`src/rtl/risc16_pkg.sv`:
```
// rtl/risc16_pkg.sv - shared types and constants for the data-memory arbiter
package risc16_pkg;

  localparam int W_DEF  = 16;
  localparam int AW_DEF = 8;

  typedef enum logic [1:0] {
    ST_IDLE  = 2'd0,
    ST_ISSUE = 2'd1,
    ST_DONE  = 2'd2
  } state_t;

  localparam logic [1:0] OWN_NONE = 2'd0;
  localparam logic [1:0] OWN_CPU  = 2'd1;
  localparam logic [1:0] OWN_HOST = 2'd2;

endpackage

```
`src/rtl/risc_16bit_arb_pick.sv`:
```
// rtl/risc_16bit_arb_pick.sv - CPU-priority winner selection with host anti-starvation streak
module risc_16bit_arb_pick
  import risc16_pkg::*;
#(
  parameter int STREAK_MAX = 4
) (
  input  logic       cpu_req,
  input  logic       host_req,
  input  logic [3:0] streak,
  output logic [1:0] winner,
  output logic [3:0] next_streak
);

  // Contested grants go to the CPU until the streak saturates, then the host gets one.
  always_comb begin
    winner      = OWN_NONE;
    next_streak = streak;
    if (cpu_req && host_req) begin
      if (streak >= 4'(STREAK_MAX)) begin
        winner      = OWN_HOST;
        next_streak = 4'd0;
      end else begin
        winner      = OWN_CPU;
        next_streak = streak + 4'd1;
      end
    end else if (cpu_req) begin
      winner      = OWN_CPU;
      next_streak = 4'd0;
    end else if (host_req) begin
      winner      = OWN_HOST;
      next_streak = 4'd0;
    end
  end

endmodule

```
`src/rtl/risc_16bit_dmem_arbiter.sv`:
```
// rtl/risc_16bit_dmem_arbiter.sv - two-port arbiter for the single-port data memory
module risc_16bit_dmem_arbiter
  import risc16_pkg::*;
#(
  parameter int W          = W_DEF,
  parameter int AW         = AW_DEF,
  parameter int STREAK_MAX = 4
) (
  input  logic          clk,
  input  logic          reset,
  input  logic          cpu_req,
  input  logic          cpu_we,
  input  logic [AW-1:0] cpu_addr,
  input  logic [W-1:0]  cpu_wdata,
  output logic          cpu_ack,
  output logic [W-1:0]  cpu_rdata,
  output logic          cpu_stall,
  input  logic          host_req,
  input  logic          host_we,
  input  logic [AW-1:0] host_addr,
  input  logic [W-1:0]  host_wdata,
  output logic          host_ack,
  output logic [W-1:0]  host_rdata,
  output logic [AW-1:0] mem_addr,
  output logic          mem_rd,
  output logic          mem_wr,
  output logic [W-1:0]  mem_wdata,
  input  logic [W-1:0]  mem_rdata,
  output logic [1:0]    owner
);

  state_t       state, state_nxt;
  logic [3:0]   streak;
  logic [3:0]   pick_streak;
  logic [1:0]   pick_winner;
  logic         rd_q;
  logic [W-1:0] cpu_rdata_q;
  logic [W-1:0] host_rdata_q;

  risc_16bit_arb_pick #(.STREAK_MAX(STREAK_MAX)) u_pick (
    .cpu_req     (cpu_req),
    .host_req    (host_req),
    .streak      (streak),
    .winner      (pick_winner),
    .next_streak (pick_streak)
  );

  // State register.
  always_ff @(posedge clk or negedge reset) begin
    if (!reset) state <= ST_IDLE;
    else        state <= state_nxt;
  end

  // Next state: grant on any request, then one strobe cycle, then one ack cycle.
  always_comb begin
    state_nxt = state;
    case (state)
      ST_IDLE:  if (cpu_req || host_req) state_nxt = ST_ISSUE;
      ST_ISSUE: state_nxt = ST_DONE;
      ST_DONE:  state_nxt = ST_IDLE;
      default:  state_nxt = ST_IDLE;
    endcase
  end

  // Grant latching, memory strobes, acks and read-data holding registers.
  always_ff @(posedge clk or negedge reset) begin
    if (!reset) begin
      owner        <= OWN_NONE;
      streak       <= 4'd0;
      rd_q         <= 1'b0;
      mem_addr     <= '0;
      mem_wdata    <= '0;
      mem_rd       <= 1'b0;
      mem_wr       <= 1'b0;
      cpu_ack      <= 1'b0;
      host_ack     <= 1'b0;
      cpu_rdata_q  <= '0;
      host_rdata_q <= '0;
    end else begin
      mem_rd   <= 1'b0;
      mem_wr   <= 1'b0;
      cpu_ack  <= 1'b0;
      host_ack <= 1'b0;
      case (state)
        ST_IDLE: begin
          if (cpu_req || host_req) begin
            owner  <= pick_winner;
            streak <= pick_streak;
            if (pick_winner == OWN_CPU) begin
              mem_addr  <= cpu_addr;
              mem_wdata <= cpu_wdata;
              mem_wr    <= cpu_we;
              mem_rd    <= ~cpu_we;
              rd_q      <= ~cpu_we;
            end else begin
              mem_addr  <= host_addr;
              mem_wdata <= host_wdata;
              mem_wr    <= host_we;
              mem_rd    <= ~host_we;
              rd_q      <= ~host_we;
            end
          end
        end
        ST_ISSUE: begin
          cpu_ack  <= (owner == OWN_CPU);
          host_ack <= (owner == OWN_HOST);
        end
        ST_DONE: begin
          owner <= OWN_NONE;
          if (rd_q && owner == OWN_CPU)  cpu_rdata_q  <= mem_rdata;
          if (rd_q && owner == OWN_HOST) host_rdata_q <= mem_rdata;
        end
        default: ;
      endcase
    end
  end

  // Memory data arrives during the ack cycle, so it is forwarded straight through
  // while the read ack is high and held in the register afterwards.
  assign cpu_rdata  = (cpu_ack && rd_q)  ? mem_rdata : cpu_rdata_q;
  assign host_rdata = (host_ack && rd_q) ? mem_rdata : host_rdata_q;
  assign cpu_stall  = cpu_req & ~cpu_ack;

endmodule

```
`config.mk`:
```
export PLATFORM = sky130hd
export DESIGN_NAME = risc_16bit_dmem_arbiter
export DESIGN_NICKNAME = d
export VERILOG_FILES = /design/src/rtl/risc16_pkg.sv /design/src/rtl/risc_16bit_arb_pick.sv /design/src/rtl/risc_16bit_dmem_arbiter.sv
export SDC_FILE = /design/constraint.sdc
export NUM_CORES = 1
export LEC_CHECK = 0
export CAP_MARGIN = 20
export CORE_MARGIN = 2
export CORE_UTILIZATION = 45
export CTS_BUF_LIST = sky130_fd_sc_hd__clkbuf_4
export DETAILED_ROUTE_END_ITERATION = 7
export DONT_BUFFER_PORTS = 1
export GPL_ROUTABILITY_DRIVEN = 1
export PLACE_DENSITY_LB_ADDON = 0.2
export SYNTH_ARGS = -nofsm -noshare
export SYNTH_HDL_FRONTEND = slang
export SYNTH_SLANG_ARGS = --single-unit
```
`constraint.sdc`:
```
create_clock -name clk -period 1.7 [get_ports clk]
set_input_delay 0.34 -clock clk [delete_from_list [all_inputs] [get_ports clk]]
set_output_delay 0.34 -clock clk [all_outputs]
set_load 0.01 [all_outputs]
```
# Yosys cells after proc, flatten, opt, wreduce, memory -nomap -nowiden
# Index checks and enable logic that the tools add are counted.
[op_classes]
n_eq_ne = 6
order_cmp = 1
addsub = 1
reduce_logical = 14
n_bitwise = 4
n_mux = 24
[op_table]
columns = ["operator", "n"]
rows = [
  ["two-way mux 16 bit", 3],
  ["two-way mux 4 bit", 4],
  ["two-way mux 2 bit", 6],
  ["two-way mux 1 bit", 8],
  ["two-way mux 8 bit", 1],
  ["one-hot mux 2 bit (2 select lines)", 2],
  ["AND reduction 2 bit", 4],
  ["== test 2 x 1 -> 1 bit (second input constant)", 3],
  ["logical AND 1 bit", 5],
  ["adder 4 x 1 -> 4 bit (second input constant)", 1],
  ["== test 2 bit (second input constant)", 2],
  [">= comparator 4 x 3 -> 1 bit (second input constant)", 1],
  ["NOT 1 bit", 3],
  ["AND reduction 3 bit", 1],
  ["nonzero test 3 bit", 1],
  ["zero test 2 bit", 1],
  ["!= test 2 bit (second input constant)", 1],
  ["nonzero test 2 bit", 1],
  ["AND 1 bit", 1],
  ["logical OR 1 bit", 1],
]
[totals]
ff_bits = 69
wordCells = 62
out_inout_bits = 63

# Logic depth before layout (Yosys ltp)
# Gate-level depths: netlist (run 1).
[logic_depth]
ltp_word = 7
depth_mapped = 6

# Modules after synthesis
# Synthesis (run 1) repeated with hierarchy kept, for this count alone.
[hier_totals]
cells_unflattened = 232
hier_area_um2 = 3557.2
[modules_own_cells]
columns = ["module", "n_inst", "area_per_inst_um2", "cells_each"]
rows = [
  ["risc_16bit_dmem_arbiter", 1, 3468.3, 221],
  ["risc_16bit_arb_pick", 1, 88.8, 11],
]

# Worst setup path after synthesis (run 1)
# OpenSTA, ideal clock, no wires.
[synth_timing]
path_kind = "register to output"
start = "register rd_q"
end = "output host_rdata[10]"
stages_incl_launch_ff = 4
path_slack_ps = 117
required_time_ps = 1360
t_arrival_ps = 1243
n_path_buf = 1
cell_sequence = "dfrtp_1 -> nand2_1 -> buf_2 -> mux2_1"
[synth_via]
elab_chain_cells = 2
[synth_rtl]
columns = ["item", "line", "text"]
rows = [
  ["start, declared", "risc_16bit_dmem_arbiter.sv:36", "logic rd_q;"],
  ["start signal, assigned", "risc_16bit_dmem_arbiter.sv:94", "rd_q <= ~cpu_we;"],
  ["start signal, assigned", "risc_16bit_dmem_arbiter.sv:100", "rd_q <= ~host_we;"],
  ["logical AND 1 bit", "risc_16bit_dmem_arbiter.sv:121", "assign host_rdata = (host_ack && rd_q) ? mem_rdata : host_rdata_q;"],
  ["two-way mux 16 bit", "risc_16bit_dmem_arbiter.sv:121", ""],
  ["end, declared", "risc_16bit_dmem_arbiter.sv:23", "output logic [W-1:0] host_rdata,"],
]
# Every way passes these cells.

# Worst setup path in the final report (run 1)
[layout_timing]
start = "register rd_q"
end = "output host_rdata[9]"
# Same word-level chain as after synthesis.

==> results of run 1 <==
[where the power goes]
part,total [mW],internal [mW],switching [mW]
Combinational,2.59,1.32,1.27
Sequential,3.07,2.38,0.698
Clock,0.873,0.335,0.538
[path summary, 6_finish.rpt]
path	start	endpoint	slack, ns	depth (start not counted)
hold reg to reg	host_rdata_q[2]$_DFFE_PN0P_	host_rdata_q[2]$_DFFE_PN0P_	0.49	1
hold / removal	reset	mem_wdata[14]$_DFFE_PN0P_	-0.38	0
setup / recovery	rd_q$_DFFE_PN0P_	host_rdata[9]	-0.11	3
setup reg to reg	state[0]$_DFFE_PN0P_	mem_addr[0]$_DFFE_PN0P_	0.21	4
max in group asynchronous	reset	host_rdata_q[9]$_DFFE_PN0P_	1.96	0
min in group clk	mem_rdata[12]	cpu_rdata_q[12]$_DFFE_PN0P_	0.07	1
[layer usage]
metal | vias to the layer above | global-route usage, % | share of wire (%)
li1 | 1078 | - | -
met1 | 1158 | 24.86 | 42
met2 | 103 | 32.04 | 48
met3 | 11 | 6.224 | 9.1
met4 | 0 | 7.576 | 1.5
met5 | - | 0 | 0
[kinds of logic after synthesis]
family	after synthesis	synth area share, %
AOI/OAI and AO/OA	35	8.606
adders and majority gates	1	0.3677
buffers and inverters	51	6.325
DFF	69	50.75
muxes	65	21.52
and+or+nand+nor	70	12.43
[what timing repair did]
item                                    4_1_cts  5_1_grt
gates resized for setup                      72        0
hold endpoints to repair                     69       69
pin swaps                                     2        1
buffers inserted                              1        0
cloned                                        2        0
endpoints found under the setup margin       32       32
[cell usage after synthesis, drive strengths merged, types with 2 or more instances]
cell,instances
clkbuf,12
nand2,5
nor2,6
dfrtp,69
o21ai,4
buf,10
mux2,65
o221ai,24
and2,2
nand2b,2
a22o,2
inv,29
nand4,24
nand3,25
[through the flow]
step | setup TNS, ns | power [mW] | setup slack, ns
after floorplan | 0 | 4.764 | 0.1175
after global placement | 0 | 5.234 | 0.2326
after detailed placement | 0 | 5.313 | 0.1818
after CTS | -4.373 | 6.612 | -0.1468
after global routing | -5.447 | 7.012 | -0.1787
final | -3.124 | 6.537 | -0.1056
[critical path, stage by stage (launching register included)]
cell	delay, ns
dfrtp_2	0.47
nand2_4	0.12
buf_12	0.15
mux2_4	0.33
[sequential cells by signal (all words and copies together) (netlist names)]
register,cells
streak,4
cpu_ack,1
state,2
host_ack,1
mem_wr,1
mem_rd,1
rd_q,1
mem_addr,8
owner,2
mem_wdata,16
host_rdata_q,16
cpu_rdata_q,16
[layout make-up]
class                      instances  area, sq um
clock buffer                      12        90.09
clock inverter                     3        13.76
multi-input combinational        171         1600
fill                             661         3411
timing repair buffer              15        215.2
tap                               99        123.9
sequential                        69         1729
inverter                          29        108.9
[cell usage in the layout, fill, tap and decap left out, drive strengths merged]
cell type	count
o21ai	4
nor2	6
inv	29
or2	1
and2	2
a22o	2
ha	1
a21bo	1
o21a	1
nand4	24
nand3b	1
o221ai	24
nor4b	1
nand3	25
nor3	1
nand2b	2
a32oi	1
o31ai	1
clkinv	3
or3b	1
and3	1
a21boi	1
clkbuf	12
dfrtp	69
buf	15
nand2	5
mux2	65
==> flow_summary_export.csv, run 1 <==
group,metric,value,unit
yosys,ys_types,34,
outcome,violations,"hold timing, setup timing",
layout,drive_gt1_share,24.41,%
yosys,syn-num-nets,362,
cts,ctsHtreeMaxLevel,3,
floorplanning,die_area,8272,sq um
layout,num_antenna_cells,0,
yosys,syn_area_per_cell,11.69,sq um
route,firstDrtPassIters,4,
floorplanning,rows,31,
place,gp_congestion,0.7062,
yosys,yosys.area.top_type,"dfrtp_1",
cts,cts_tree,"done",
yosys,async_flop_share,100.0,%
floorplanning,core,7292,sq um
yosys,synth-edff-count,0,
sta,tightest_slew,0.4601,ns
route,wl,7936,um
sta,fin_worst_skew,0.01163,ns
place,hpwl,5169,um
layout,syn_to_final_growth,14.09,%
yosys,synthCells,291,
job,cap_violations,0,
sta,setup_slack,-0.1056,ns
layout,nets,366,
power,vdd_drop_max,0.6196,mV
yosys,syn_area,3402,sq um
cts,numCtsBuffers,9,
cts,clock_sinks,69,
grt,grt_overflow,0,
worst_setup_path,path_max_fanout,8,
grt,antenna_found_initial,0,
layout,final_core_util,53.23,%
floorplanning,die_h,90.95,um
sta,hold_viol,69,
power,cellPowerDensity,1684,nW/um^2
yosys,synth_top_area_share,50.75,%
yosys,ys_warn_count,0,
layout,fin_cells,398,
worst_setup_path,cp_data_required_time,1.36,ns
worst_setup_path,startpoint_type,"register",
grt,grt_max_degree,70,
place,io_buffers,0,
yosys,synthTopCellsByArea,"dfrtp_1, mux2_1, o221ai_1",
sta,period_minus_slack,1.806,ns
sta,period_share,106.2,%
cts,clk_latency,0.39,ns
outcome,status,"finished with violations",
sta,finalSetupViolCount,32,
place,place_area,3577,sq um
cts,path_clk_slew,0.11,ns
layout,design_area,3881,sq um
cts,cts_root_buf,"clkbuf_4",
route,antenna_left,0,
sta,holdWs,-0.3772,ns
power,leakagePower,1.882,nW
grt,grt_pass1_wl,12850,um
grt,grt_usage,19.80,%
grt,grt_pass1_vias,2428,
route,remaining_drc_errors,0,
yosys,ys_ff_latch,69,
floorplanning,io-pin-count,133,
route,vias,2350,
sta,slew_viol_final,0,
worst_setup_path,endpoint_kind,"output pin",
worst_hold_path,hp-class,"input port to asynchronous set/reset pin",
route,drt-initial-drc-count,62,
cts,clockBufferDepth,2,
worst_setup_path,cp.arrival,1.47,ns
floorplanning,start_util,46.65,%
place,place_inst,380,
worst_setup_path,criticalPathCategory,"register to output pin",
sta,fmax,0.5538,GHz
route,avgRoutedWirePerCell,19.94,um
route,routed_via_density,5.905,
sta,relSlewSlack,69.28,%
yosys,synthFlopType,"dfrtp_1",
floorplanning,die_x,90.95,um
sta,rsz0062_at_grt,"true",
yosys,ys_seq_area_share,50.75,%
(Power assumes the default switching activity.)
==> inputs of run 2 (changes only) <==
--- a/config.mk
+++ b/config.mk
@@ -6,6 +6,7 @@
 export NUM_CORES = 1
 export LEC_CHECK = 0
 export CAP_MARGIN = 20
+export CORE_ASPECT_RATIO = 0.7
 export CORE_MARGIN = 2
 export CORE_UTILIZATION = 45
 export CTS_BUF_LIST = sky130_fd_sc_hd__clkbuf_4
==> flow_summary_export.csv, run 2 (same netlist as run 1, synthesis figures left out) <==
group,metric,value,unit
grt,grt_pass1_vias,2370,
layout,fillerInstances,652,
worst_setup_path,max_stage_delay,0.47,ns
sta,rsz0062_at_grt,"true",
worst_setup_path,startpoint_type,"register",
sta,period_minus_slack,1.829,ns
worst_hold_path,hp-class,"input port to asynchronous set/reset pin",
layout,drive_gt1_share,23.31,%
route,drt-initial-drc-count,119,
place,dpl_worst_slack,0.1858,ns
outcome,violations,"hold timing, setup timing",
cts,cts_root_buf,"clkbuf_4",
worst_setup_path,cp_num_buf_inv,1,
cts,clk_latency,0.39,ns
place,gp_congestion,0.7450,
sta,setup_slack,-0.1286,ns
sta,tightest_slew,0.5120,ns
grt,grt_overflow,0,
place,io_buffers,0,
layout,nets,364,
route,vias,2323,
route,avgRoutedWirePerCell,19.96,um
cts,cts_tree,"done",
cts,numCtsBuffers,9,
worst_setup_path,criticalPathCategory,"register to output pin",
layout,reg_top3,"cpu_rdata_q (16), host_rdata_q (16), mem_wdata (16)",
floorplanning,start_util,46.48,%
worst_setup_path,cp.arrival,1.49,ns
layout,num_antenna_cells,0,
power,cellPowerDensity,1681,nW/um^2
route,routed_via_density,5.896,
grt,grt_usage,18.70,%
sta,fin_worst_skew,0.004790,ns
sta,relSlewSlack,65.82,%
sta,fmax,0.5469,GHz
place,place_inst,377,
cts,clock_sinks,69,
floorplanning,rows,26,
layout,final_core_util,52.43,%
job,cap_violations,0,
sta,hold_viol,69,
place,hpwl,5121,um
sta,period_share,107.6,%
sta,finalSetupViolCount,32,
grt,antenna_found_initial,0,
power,finalPower,6.449,mW
route,remaining_drc_errors,0,
floorplanning,core,7320,sq um
worst_setup_path,crit_family,"flip-flops",
floorplanning,die_x,107.9,um
worst_setup_path,path_max_fanout,8,
floorplanning,die_h,76.75,um
sta,slew_viol_final,0,
sta,fin_setup_tns,-3.337,ns
route,firstDrtPassIters,4,
outcome,status,"finished with violations",
layout,fin_cells,394,
sta,holdWs,-0.3660,ns
cts,clockBufferDepth,2,
layout,final_common_cell,"dfrtp_1",
route,antenna_left,0,
worst_setup_path,cp_data_required_time,1.36,ns
cts,ctsHtreeMaxLevel,3,
grt,grt_max_degree,70,
floorplanning,die_area,8283,sq um
cts,path_clk_slew,0.10,ns
worst_setup_path,crit_chain,"nand2_4, clkbuf_16, mux2_4",
power,vdd_drop_max,0.6756,mV
place,place_area,3561,sq um
power,leakagePower,1.852,nW
worst_setup_path,slowest_stage,"dfrtp_2",
floorplanning,io-pin-count,133,
route,wl,7863,um
layout,layout_common_cells,"dfrtp_1, mux2_1, mux2_4",
grt,grt_pass1_wl,12100,um
worst_setup_path,endpoint_kind,"output pin",
layout,design_area,3837,sq um
layout,syn_to_final_growth,12.80,%
==> run 2: cell count changes in the layout (fill, tap and decap cells not counted), sizes merged <==
cell / change
clkinv: +1
buf: -4
==> run 2: worst reg2reg max path: stages, from the launching register on <==
cell and delay, ns:
dfrtp_1 0.48, nor2_4 0.18, nand2_2 0.12, inv_2 0.41, o221ai_1 0.19
==> run 2: layer usage <==
layer / share of wire, % / up-vias / track usage (%)
met4: 1.0 / 0 / 5.769
met2: 44 / 81 / 27.17
met1: 48 / 1161 / 26.83
met3: 7.1 / 7 / 5.527
li1: - / 1074 / -
met5: 0 / - / 0
==> run 2: where the power goes <==
group          switching (mW)  internal [mW]
sequential              0.672           2.38
clock                   0.522          0.288
combinational            1.28           1.31
==> run 2: final cells by class <==
type	instances	area [sq um]	area share (%)
Multi-Input combinational cell	171	1589	41.41
Inverter	29	108.9	2.837
Tap cell	98	122.6	3.195
Clock buffer	10	75.07	1.956
Sequential cell	69	1729	45.06
Clock inverter	4	17.52	0.4565
Timing Repair Buffer	13	195.2	5.086
==> run 2: final timing paths <==
| check | startpoint | to | slack [ns] | depth (start not counted) |
|---|---|---|---|---|
| worst max-delay path | rd_q$_DFFE_PN0P_ | cpu_rdata[11] | -0.13 | 3 |
| worst min-delay path | reset | cpu_rdata_q[0]$_DFFE_PN0P_ | -0.37 | 0 |
| worst max register to register | state[0]$_DFFE_PN0P_ | mem_wdata[4]$_DFFE_PN0P_ | 0.19 | 4 |
| worst min register to register | cpu_rdata_q[2]$_DFFE_PN0P_ | cpu_rdata_q[2]$_DFFE_PN0P_ | 0.49 | 1 |
| max in group asynchronous | reset | mem_addr[1]$_DFFE_PN0P_ | 1.94 | 0 |
| min in group clk | mem_rdata[13] | host_rdata_q[13]$_DFFE_PN0P_ | 0.08 | 1 |
==> run 2: timing repair <==
item / in CTS / in global routing
hold endpoints to repair: 69 / 69
setup buffers: 1 / 0
gates resized for setup: 37 / 30
pin swaps: 0 / 2
endpoints found under the setup margin: 32 / 32
gates cloned: 0 / 2
==> inputs of run 3 (changes only) <==
--- a/config.mk
+++ b/config.mk
@@ -13,6 +13,7 @@
 export DETAILED_ROUTE_END_ITERATION = 7
 export DONT_BUFFER_PORTS = 1
 export GPL_ROUTABILITY_DRIVEN = 1
+export MAX_ROUTING_LAYER = met4
 export PLACE_DENSITY_LB_ADDON = 0.2
 export SYNTH_ARGS = -nofsm -noshare
 export SYNTH_HDL_FRONTEND = slang
==> flow_summary_export.csv, run 3 (same netlist as run 1, synthesis figures left out) <==
group,metric,value,unit
outcome,status,"finished with violations",
outcome,violations,"hold timing, setup timing",
cts,clock_sinks,69,
floorplanning,rows,26,
job,cap_violations,0,
sta,relSlewSlack,66.75,%
power,swShare,38.37,%
power,switching_power,2.475,mW
sta,hold_viol,69,
place,io_buffers,0,
cts,clk_latency,0.39,ns
layout,reg_top3,"cpu_rdata_q (16), host_rdata_q (16), mem_wdata (16)",
worst_setup_path,crit_chain,"nand2_4, clkbuf_16, mux2_4",
layout,nets,364,
floorplanning,die_area,8283,sq um
grt,grt_max_degree,70,
floorplanning,io-pin-count,133,
sta,slew_viol_final,0,
layout,fillerInstances,652,
power,cellPowerDensity,1681,nW/um^2
route,met3_length,487,um
layout,num_antenna_cells,0,
power,clock_power_share,12.6,%
power,combPwrFrac,40.2,%
sta,fmax,0.5458,GHz
worst_hold_path,hp-class,"input port to asynchronous set/reset pin",
cts,numCtsBuffers,9,
worst_setup_path,cp_data_required_time,1.36,ns
layout,drive_gt1_share,23.31,%
place,gp_congestion,0.7544,
sta,period_minus_slack,1.832,ns
route,vias,2341,
route,remaining_drc_errors,0,
grt,grt_usage,19.23,%
floorplanning,die_x,107.9,um
route,drt-initial-drc-count,116,
route,wl_met2,3508,um
cts,ctsHtreeMaxLevel,3,
sta,period_share,107.8,%
grt,grt_pass1_wl,12100,um
sta,rsz0062_at_grt,"true",
route,antenna_left,0,
power,power.share.sequential,47.2,%
sta,finalSetupViolCount,32,
layout,final_common_cell,"dfrtp_1",
worst_setup_path,criticalPathCategory,"register to output pin",
worst_setup_path,cp-startpoint,"rd_q$_DFFE_PN0P_",
power,leakagePower,1.852,nW
worst_setup_path,startpoint_type,"register",
worst_setup_path,endpoint_kind,"output pin",
cts,path_clk_slew,0.10,ns
route,avgRoutedWirePerCell,20.02,um
worst_setup_path,path_max_fanout,8,
power,p_int,3.976,mW
route,wl_met1,3817,um
place,hpwl,5121,um
route,routed_via_density,5.942,
grt,antenna_found_initial,0,
layout,final_core_util,52.43,%
worst_setup_path,cp.arrival,1.49,ns
grt,grt_overflow,0,
sta,tightest_slew,0.4981,ns
route,wl,7889,um
worst_setup_path,slowest_stage,"dfrtp_2",
sta,fin_setup_tns,-3.418,ns
sta,fin_worst_skew,0.005370,ns
cts,clockBufferDepth,2,
cts,cts_tree,"done",
cts,cts_root_buf,"clkbuf_4",
power,finalPower,6.452,mW
route,highest_layer,"met4",
grt,grt_pass1_vias,2357,
sta,setup_slack,-0.1323,ns
power,vdd_drop_max,0.6738,mV
floorplanning,start_util,46.48,%
floorplanning,core,7320,sq um
route,firstDrtPassIters,4,
worst_setup_path,rr_startpoint,"state[0]$_DFFE_PN0P_",
layout,syn_to_final_growth,12.80,%
floorplanning,die_h,76.75,um
layout,layout_common_cells,"dfrtp_1, mux2_1, mux2_4",
place,dpl_worst_slack,0.1858,ns
worst_setup_path,max_stage_delay,0.47,ns
sta,holdWs,-0.3692,ns
[run 3: cell counts in the layout (fill, tap and decap cells not counted)]
No cell type changed its count.
[run 3: routing by layer]
metal,vias up,track usage [%]
met5,-,-
met4,0,5.769
met3,7,5.187
met2,78,27.17
met1,1181,27.05
li1,1075,-
[run 3: area by class of cell]
cell class	instances	area [sq um]	area share, %
timing repair buffer	13	195.2	5.086
clock inverter	4	17.52	0.4565
multi-input combinational	171	1589	41.41
sequential	69	1729	45.06
clock buffer	10	75.07	1.956
inverter	29	108.9	2.837
tap	98	122.6	3.195
[run 3: critical path: cells and delay by family, from the launching register on]
| family | cells | cell delay, ns |
|---|---|---|
| flip-flops | 1 | 0.47 |
| buffers and inverters | 1 | 0.18 |
| AND/OR/NAND/NOR | 1 | 0.12 |
| multiplexers | 1 | 0.33 |
[run 3: stage by stage]
stage / std cells / cell area, sq um
5_1_grt: 394 / 3837
6_report: 394 / 3837
2_1_floorplan: 291 / 3402
3_3_place_gp: 377 / 3561
3_5_place_dp: 377 / 3561
4_1_cts: 392 / 3694
[run 3: what timing repair did]
item / 4_1_cts / 5_1_grt
cloned: 0 / 2
pin swaps: 0 / 2
buffers inserted: 1 / 0
gates resized for setup: 37 / 30
endpoints found under the setup margin: 32 / 32
hold endpoints to repair: 69 / 69
[run 3: power groups by stage]
| stage | Combinational [mW] | Clock [mW] | Sequential, mW |
|---|---|---|---|
| 2_1_floorplan | 1.87 | 0 | 2.90 |
| 3_3_place_gp | 2.17 | 0 | 3.04 |
| 3_5_place_dp | 2.24 | 0 | 3.07 |
| 4_1_cts | 2.41 | 0.865 | 3.03 |
| 5_1_grt | 2.85 | 0.931 | 3.15 |
| 6_report | 2.59 | 0.815 | 3.05 |
[run 3: final timing paths]
path                                                end  slack, ns  cells after the start
setup / recovery                          cpu_rdata[11]      -0.13                      3
hold / removal               cpu_rdata_q[0]$_DFFE_PN0P_      -0.37                      0
setup reg to reg               mem_wdata[4]$_DFFE_PN0P_       0.21                      4
hold reg to reg              cpu_rdata_q[2]$_DFFE_PN0P_       0.49                      1
max in group asynchronous              rd_q$_DFFE_PN0P_       1.91                      0
min in group clk           host_rdata_q[13]$_DFFE_PN0P_       0.07                      1
